## src/rtl/rv32_ooo_pkg.sv

```systemverilog
// rtl/rv32_ooo_pkg.sv - shared types and constants for the rv32 OoO front end
package rv32_ooo_pkg;

    localparam int XLEN        = 32;
    localparam int INSTR_BYTES = 4;

    typedef struct packed {
        logic [XLEN-1:0] pc;
        logic [XLEN-1:0] instr;
    } fetch_entry_t;

endpackage

```

## src/rtl/fetch_queue.sv

```systemverilog
// rtl/fetch_queue.sv - circular fetch queue, 2-entry push, 0/1/2-entry pop, flush
// Ports:
//   clk, rst          clock, synchronous active-high reset
//   flush             drop all entries (overrides push and pop)
//   push              write push_entry0/push_entry1 at wr_ptr, wr_ptr+1
//   pop               number of head entries consumed this cycle (0..2)
//   head0, head1      entries at rd_ptr and rd_ptr+1
//   count             number of valid entries
module fetch_queue
    import rv32_ooo_pkg::*;
#(
    parameter int DEPTH = 8,
    localparam int PW = $clog2(DEPTH),
    localparam int CW = PW + 1
) (
    input  logic         clk,
    input  logic         rst,
    input  logic         flush,
    input  logic         push,
    input  fetch_entry_t push_entry0,
    input  fetch_entry_t push_entry1,
    input  logic [1:0]   pop,
    output fetch_entry_t head0,
    output fetch_entry_t head1,
    output logic [CW-1:0] count
);

    fetch_entry_t  mem [DEPTH];
    logic [PW-1:0] rd_ptr;
    logic [PW-1:0] wr_ptr;

    // Storage carries no reset: entries are only observed once count covers them.
    always_ff @(posedge clk) begin
        if (push && !flush && !rst) begin
            mem[wr_ptr]          <= push_entry0;
            mem[wr_ptr + PW'(1)] <= push_entry1;
        end
    end

    always_ff @(posedge clk) begin
        if (rst || flush) begin
            rd_ptr <= '0;
            wr_ptr <= '0;
            count  <= '0;
        end else begin
            if (push) begin
                wr_ptr <= wr_ptr + PW'(2);
            end
            rd_ptr <= rd_ptr + PW'(pop);
            count  <= count + (push ? CW'(2) : CW'(0)) - CW'(pop);
            assert (count <= CW'(DEPTH));
        end
    end

    assign head0 = mem[rd_ptr];
    assign head1 = mem[rd_ptr + PW'(1)];

endmodule

```

## src/rtl/fetch_unit.sv

```systemverilog
// rtl/fetch_unit.sv - dual-issue fetch stage: PC, imem requests, fetch queue to decode
// Ports:
//   clk, rst                     clock, synchronous active-high reset
//   imem_addr1/imem_addr2        pc and pc+4, driven every cycle
//   imem_instr1/imem_instr2      imem data, one cycle after the address
//   redirect_valid/redirect_pc   flush front end and restart at redirect_pc
//   dec_ready                    decode takes every slot marked in dec_valid
//   dec_valid                    {slot1, slot0}; 2'b10 never occurs
//   dec_instr0/1, dec_pc0/1      oldest and next-oldest queued instructions
module fetch_unit
    import rv32_ooo_pkg::*;
#(
    parameter logic [31:0] RESET_PC = 32'h0000_0000,
    parameter int          FQ_DEPTH = 8
) (
    input  logic        clk,
    input  logic        rst,
    output logic [31:0] imem_addr1,
    output logic [31:0] imem_addr2,
    input  logic [31:0] imem_instr1,
    input  logic [31:0] imem_instr2,
    input  logic        redirect_valid,
    input  logic [31:0] redirect_pc,
    input  logic        dec_ready,
    output logic [1:0]  dec_valid,
    output logic [31:0] dec_instr0,
    output logic [31:0] dec_instr1,
    output logic [31:0] dec_pc0,
    output logic [31:0] dec_pc1
);

    localparam int CW = $clog2(FQ_DEPTH) + 1;

    logic [XLEN-1:0] pc;
    logic [XLEN-1:0] req_pc;
    logic            inflight;
    logic [CW-1:0]   count;
    logic [31:0]     credit;
    logic            issue;
    logic            push;
    logic [1:0]      pop;
    fetch_entry_t    push_entry0;
    fetch_entry_t    push_entry1;
    fetch_entry_t    head0;
    fetch_entry_t    head1;

    assign imem_addr1 = pc;
    assign imem_addr2 = pc + 32'(INSTR_BYTES);

    // Reserve room for the pair already in flight plus the pair about to be
    // requested. Pops this cycle are not credited, costing at most one bubble.
    assign credit = 32'(count) + (inflight ? 32'd2 : 32'd0) + 32'd2;
    assign issue  = !redirect_valid && (credit <= 32'(FQ_DEPTH));

    // A response landing in a redirect cycle belongs to the wrong path.
    assign push = inflight && !redirect_valid;

    assign dec_valid = {count >= CW'(2), count >= CW'(1)};
    assign pop       = dec_ready ? ({1'b0, dec_valid[1]} + {1'b0, dec_valid[0]}) : 2'b00;

    assign push_entry0 = '{pc: req_pc, instr: imem_instr1};
    assign push_entry1 = '{pc: req_pc + 32'(INSTR_BYTES), instr: imem_instr2};

    always_ff @(posedge clk) begin
        if (rst) begin
            pc       <= RESET_PC;
            req_pc   <= RESET_PC;
            inflight <= 1'b0;
        end else if (redirect_valid) begin
            pc       <= redirect_pc;
            inflight <= 1'b0;
        end else if (issue) begin
            pc       <= pc + 32'(2 * INSTR_BYTES);
            req_pc   <= pc;
            inflight <= 1'b1;
        end else begin
            inflight <= 1'b0;
        end
    end

    fetch_queue #(
        .DEPTH (FQ_DEPTH)
    ) u_fetch_queue (
        .clk         (clk),
        .rst         (rst),
        .flush       (redirect_valid),
        .push        (push),
        .push_entry0 (push_entry0),
        .push_entry1 (push_entry1),
        .pop         (pop),
        .head0       (head0),
        .head1       (head1),
        .count       (count)
    );

    assign dec_instr0 = head0.instr;
    assign dec_instr1 = head1.instr;
    assign dec_pc0    = head0.pc;
    assign dec_pc1    = head1.pc;

endmodule

```

## config.mk

```make
export PLATFORM = sky130hd
export DESIGN_NAME = fetch_unit
export DESIGN_NICKNAME = d
export VERILOG_FILES = /design/src/rtl/rv32_ooo_pkg.sv /design/src/rtl/fetch_queue.sv /design/src/rtl/fetch_unit.sv
export SDC_FILE = /design/constraint.sdc
export NUM_CORES = 1
export LEC_CHECK = 0
export BUFFER_PORTS_ARGS = -buffer_cell sky130_fd_sc_hd__buf_2
export CAP_MARGIN = 20
export CORE_ASPECT_RATIO = 1.75
export CORE_MARGIN = 8
export CORE_UTILIZATION = 61
export CTS_BUF_LIST = sky130_fd_sc_hd__clkbuf_4 sky130_fd_sc_hd__clkbuf_8
export DETAILED_ROUTE_END_ITERATION = 10
export PLACE_DENSITY = 0.94
export SLEW_MARGIN = 30
export SYNTH_ARGS = -nofsm -noshare
export SYNTH_HDL_FRONTEND = slang
export SYNTH_SLANG_ARGS = --single-unit
```

## constraint.sdc

```tcl
create_clock -name clk -period 5.8 [get_ports clk]
set_input_delay 1.45 -clock clk [delete_from_list [all_inputs] [get_ports clk]]
set_output_delay 1.45 -clock clk [all_outputs]
set_load 0.02 [all_outputs]
```

# --- Word level (Yosys, flattened, before mapping) ---
# Memory sizes are Yosys's and may differ from the RTL's. A register that Yosys moved wholly into a read port is not among the register bits.
# Cells that the tools add are included.
totals:
  mem_bits_rw: 512
  elab_cells: 42
  mem_count: 1
  regBits: 75
  in_bits: 100
  output_inout_bits: 194
mem_list:
  columns: ["name", "depth", "word_bits", "read_ports", "rd_ports_with_merged_regs", "wr", "line", "source"]
  rows:
  - ["u_fetch_queue.mem", 8, 64, 2, 1, 2, "fetch_queue.sv:28", "fetch_entry_t mem [DEPTH];"]
classes:
  n_reduce_logical: 10
  muxes: 9
  n_lt_le_gt_ge: 3
  bitwise_logic: 1
  add_sub_neg: 12
ops:
  columns: ["operator", "n"]
  rows:
  - ["$add A32 B3 Y32 const B", 2]
  - ["$mux W32", 2]
  - ["$add A32 B4 Y32 const B", 1]
  - ["$add A3 B1 Y3 const B", 2]
  - ["$add A5 B2 Y6 const B", 1]
  - ["$le A6 B4 Y1 const B", 1]
  - ["$mux W2", 3]
  - ["$add A4 B2 Y5", 1]
  - ["$add A4 B4 Y4", 1]
  - ["$ge A4 B1 Y1 const B", 1]
  - ["$ge A4 B2 Y1 const B", 1]
  - ["$logic_and A1 B1 Y1", 4]
  - ["$sub A4 B2 Y4", 1]
  - ["$add A3 B2 Y3", 1]
  - ["$add A3 B2 Y3 const B", 1]
  - ["$mux W1", 3]
  - ["$mux W3", 1]
  - ["$add A1 B1 Y2", 1]
  - ["$logic_not A1 Y1", 2]
  - ["$reduce_and A2 Y1", 1]
  - ["$reduce_bool A2 Y1", 1]
  - ["$reduce_or A2 Y1", 1]
  - ["$logic_or A1 B1 Y1", 1]
  - ["$not A1 Y1", 1]

# --- Logic depth before layout (Yosys ltp) ---
logic_depth:
  depth_word: 7
  ltp_mapped: 14
  ltp_nobuf: 12

# --- Modules after synthesis ---
# Synthesis repeated with hierarchy kept, for this count alone.
hier_totals:
  cells_unflattened: 2050
  hier_area_um2: 29241.8
modules_own_cells:
  columns: ["module", "area_per_inst_um2", "seq_area_each_um2", "cells_each", "instances"]
  rows:
  - ["fetch_queue", 24674.9, 15554.9, 1466, 1]
  - ["fetch_unit", 4566.9, 1301.2, 584, 1]

# --- Worst setup path after synthesis ---
# Ideal clock, no wire load.
synth_timing:
  kind: "input -> register"
  from: "input port redirect_valid"
  to: "memory u_fetch_queue.mem[0][0] (netlist name) (enable)"
  slack_ns: 0.389
  setup_time_ns: 0.501
  stages: 3
  arrival_time_ns: 4.910
  n_path_buf: 1
  required_time_ns: 5.299
  cell_sequence: "buf_1 > nor2_1 > and3_1"
synth_lines:
  columns: ["item", "line", "source"]
  rows:
  - ["from (decl)", "fetch_unit.sv:22", "input logic redirect_valid,"]
  - ["to (decl)", "fetch_queue.sv:28", null]

# --- Worst setup path after layout ---
layout_timing:
  from: "register u_fetch_queue.rd_ptr[1]"
  to: "output port dec_instr1[31]"
layout_between:
  elab_chain_cells: 2
layout_rtl:
  columns: ["item", "line", "source"]
  rows:
  - ["from (decl)", "fetch_queue.sv:29", "logic [PW-1:0] rd_ptr;"]
  - ["from (signal assigned)", "fetch_queue.sv:49", "rd_ptr <= rd_ptr + PW'(pop);"]
  - ["$add A3 B1 Y3", "fetch_queue.sv:56", "assign head1 = mem[rd_ptr + PW'(1)];"]
  - ["$mem_v2 Z8 W64", null, null]
  - ["to (decl)", "fetch_unit.sv:27", "output logic [31:0] dec_instr1,"]
# Every way passes these cells.

==> out/metrics.json <==
{
  "gr-usage-all-layers_pct": 23.9,
  "gr-usage-met1_pct": 26.6,
  "cts_inserted_buffers": 78,
  "postSynth.asyncResetShare_pct": 0,
  "ctsResizeCount": 0,
  "yosys.cell_types.count": 45,
  "worst_setup_path_start_kind": "flop",
  "timing_worst_slew_pin_value_ps": 948,
  "detail-route-antenna-nets": 0,
  "final-max-slew-violation-count": 0,
  "cp_data_arrival_time_ps": 3370,
  "ctsRootBufferMaster": "clkbuf_8",
  "maximum_level_of_the_cts_h_tree": 3,
  "layout.nets": 1939,
  "grt_start_max_net_pins": 107,
  "clock.fmax_mhz": 208,
  "min_path_type": "reg -> reg",
  "timing.max_cap.violations": 0,
  "num_vias": 15879,
  "fp.dieArea_mm2": 0.0515,
  "clk_pin_slew_ps": 70,
  "holdBufCountCts": 0,
  "insertion_delay_ps": 620,
  "dp_hpwl_um": 41300,
  "setup_tns_ps": 0,
  "length_in_cells_of_the_worst_reg_to_reg_path": 12,
  "cp_data_required_time_ps": 4350,
  "cts_buffer_depth": 3,
  "main_synth_ff_type": "edfxtp_1",
  "antenna_found_initial": 5,
  "synth_area_leaders": "edfxtp_1 (56%), mux4_2 (21%), dfxtp_1 (5.5%)",
  "synth-warning-count": 0,
  "cellPowerDensity_mw_per_mm2": 372,
  "routabilityCongestion": 0.863,
  "io-pin-count": 294,
  "grtUsageMet3_pct": 4.71,
  "cts_tree": "yes",
  "min_delay_path_depth": 2,
  "cpMaxStageDelayCell": "dfxtp_4",
  "first_global_vias": 17239,
  "fillCellCount": 2634,
  "totalWireLength_um": 62500,
  "clock_power_share_pct": 28.6,
  "grt.met2_usage_pct": 43.8,
  "syn_to_final_growth_pct": 13.8,
  "synth.top_cell.area_share_pct": 56.0,
  "synth-edff-count": 504,
  "synth-seq-area-share_pct": 61.5,
  "first_pass_grt_wire_length_um": 95500,
  "cp_slowest_stage_delay_ps": 680,
  "io_buffers": 293,
  "start_to_end_type_of_the_worst_setup_path": "reg -> out",
  "worst_ir_drop_vdd_v": 0.000237,
  "avgSynthCellArea_um2": 17.6,
  "die_height_um": 294,
  "post_drt_via_cell_ratio": 6.47,
  "syn_inst": 1534,
  "coreArea_mm2": 0.0440,
  "drtIter0Drc": 1501,
  "drcViolationCount": 0,
  "finalClockSkew_ps": 24.6,
  "power_frac_seq_pct": 42.1,
  "static_leakage_power_nw": 10.1,
  "gr-total-overflow": 0,
  "cell_breakdown_of_the_critical_path": "ha_4 -> buf_12 -> mux4_2 -> mux2_2 -> buf_2",
  "switching_share_pct": 29.7,
  "layout_worst_path_cycle_share_pct": 83.0,
  "synth.cell_area_mm2": 0.0270,
  "detail_route.first_pass.iterations": 5,
  "synthesis.nets": 1655,
  "synth_largest_area_cell": "edfxtp_1",
  "unrepaired_setup_endpoints_after_global_routing": "no",
  "pwr-share-comb_pct": 29.3,
  "cellInternalPower_mw": 8.05,
  "dpl.cell_count": 2310,
  "outcome": "finished, final reports clean",
  "report.final.setup_viol": 0,
  "ys_ff_latch": 578,
  "total_net_switching_power_mw": 3.40,
  "slew_headroom_pct": 36.3,
  "chipWidth_um": 175,
  "cts.sink_count": 578,
  "global_route.peak_usage_layer": "met2",
  "initial_core_util_pct": 61.3,
  "final_hold_viol_count": 0,
  "maximum_fanout_encountered_on_the_critical_timing_path": 84,
  "end_kind": "output port",
  "layout_cells_sized_above_1_pct": 44.7,
  "finalWorstPathRequiredPeriod_ps": 4820,
  "post_cts_buffers": 0,
  "routed_wire_length_per_instance_um": 25.5,
  "std_cell_rows": 102,
  "final_cell_count_no_fill": 2453
}
## synthesized netlist by cell type (2+ instances only)
| cell | number |
|---|---|
| buf_1 | 18 |
| buf_2 | 19 |
| ha_1 | 18 |
| xnor2_1 | 49 |
| nor4_1 | 5 |
| and4_1 | 5 |
| nor2_1 | 53 |
| xor2_1 | 35 |
| fa_1 | 3 |
| and3_1 | 9 |
| clkbuf_2 | 2 |
| o32ai_1 | 3 |
| nand2_1 | 107 |
| a21oi_1 | 41 |
| o21ai_0 | 9 |
| mux2i_1 | 4 |
| or3_1 | 9 |
| nand4_1 | 18 |
| and2_1 | 6 |
| inv_1 | 20 |
| dfxtp_1 | 74 |
| o21a_1 | 2 |
| nor3_1 | 17 |
| mux4_2 | 252 |
| edfxtp_1 | 504 |
| a311oi_1 | 4 |
| nor2b_1 | 2 |
| clkbuf_1 | 66 |
| mux2_2 | 124 |
| buf_4 | 7 |
| a211oi_1 | 14 |
| nand3_1 | 21 |
| or2_2 | 2 |
## layer usage
layer	part of all wire [%]	vias to the layer above	wire length [um]
met1	35	8132	21700
met4	3.1	0	1960
met5	0	-	0
met3	7.4	109	4640
li1	-	6790	-
met2	55	848	34200
## power groups by stage
stage               logic, mW  registers, mW  clock network (mW)
floorplan                2.52           4.83                   0
global placement         3.27           4.89                   0
detailed placement       3.38           4.90                   0
CTS                      3.41           4.82                3.33
global route             3.58           4.83                3.48
finish                   3.36           4.82                3.27
## logic make-up (layout without fill, tap and decap cells)
family | count (synthesis) | count (layout) | share of synthesized area, %
other cells | 0 | 6 | 0
compound gates | 77 | 77 | 1.74
fa+ha+maj | 21 | 21 | 1.06
mux | 380 | 380 | 26.3
simple gates | 261 | 261 | 4.57
xor+xnor | 84 | 84 | 2.72
flops | 578 | 578 | 61.5
buf+inv | 133 | 474 | 2.04
## final timing paths
| path | from | endpoint | slack (ps) |
|---|---|---|---|
| worst min-delay path | imem_addr1[31] | req_pc[31] | 520 |
| worst max-delay path | u_fetch_queue.rd_ptr[1] | dec_instr1[31] | 980 |
| worst max register to register | inflight | imem_addr1[20] | 2550 |
| worst min register to register | imem_addr1[31] | req_pc[31] | 520 |
## placed cells by master (no fill, tap or decap), drive strengths merged, types with 4 or more instances in the layout
cell type  synthesis  final
clkbuf            68    106
and2               6      6
a311oi             4      4
nand2            107    107
xor2              35     35
nor2              53     53
bufinv             0      8
clkinv             0     18
buf               44    316
mux4             252    252
a21oi             41     41
clkinvlp           0      4
and3              10     10
diode              0      6
dfxtp             74     74
or3               10     10
nor4               6      6
mux2i              4      4
and4               5      5
ha                18     18
mux2             124    124
nand3             22     22
inv               21     22
xnor2             49     49
nand4             19     19
nor3              17     17
edfxtp           504    504
o21ai              9      9
a211oi            15     15
## stage by stage
step / power (mW) / area (um^2) / setup slack (ps) / hold slack, ps / utilization, %
2_1_floorplan: 7.34 / 27000 / 389 / 460 / -
3_3_place_gp: 8.16 / 29000 / 1620 / 506 / 65.9
3_5_place_dp: 8.29 / 29000 / 1550 / 527 / 65.9
4_1_cts: 11.5 / 30700 / 879 / 515 / 69.7
5_1_grt: 11.9 / 30700 / 796 / 557 / 69.8
6_report: 11.4 / 30700 / 983 / 521 / 69.8
## final cells by class
| type | instances | area (um^2) | share of cell area, % |
|---|---|---|---|
| Antenna cell | 6 | 15.0 | 0.0489 |
| Clock buffer | 106 | 1320 | 4.30 |
| Clock inverter | 31 | 354 | 1.15 |
| Inverter | 21 | 78.8 | 0.256 |
| Multi-Input combinational cell | 823 | 9900 | 32.2 |
| Sequential cell | 578 | 16600 | 54.1 |
| Tap cell | 572 | 716 | 2.33 |
| Timing Repair Buffer | 316 | 1720 | 5.60 |
## state kept, by name (all words and copies together) (netlist names)
signal	flops
u_fetch_queue.mem	504
imem_addr1	32
req_pc	32
u_fetch_queue.count	4
u_fetch_queue.rd_ptr	3
u_fetch_queue.wr_ptr	2
inflight	1
## critical path: cells and delay by family, from the launching register on
kind,cells,cell delay [ps]
multiplexers,2,720
buffers and inverters,2,650
flip-flops,1,680
adder cells (fa/ha/maj),1,650
Note: power is estimated with default switching activity, not from simulation.
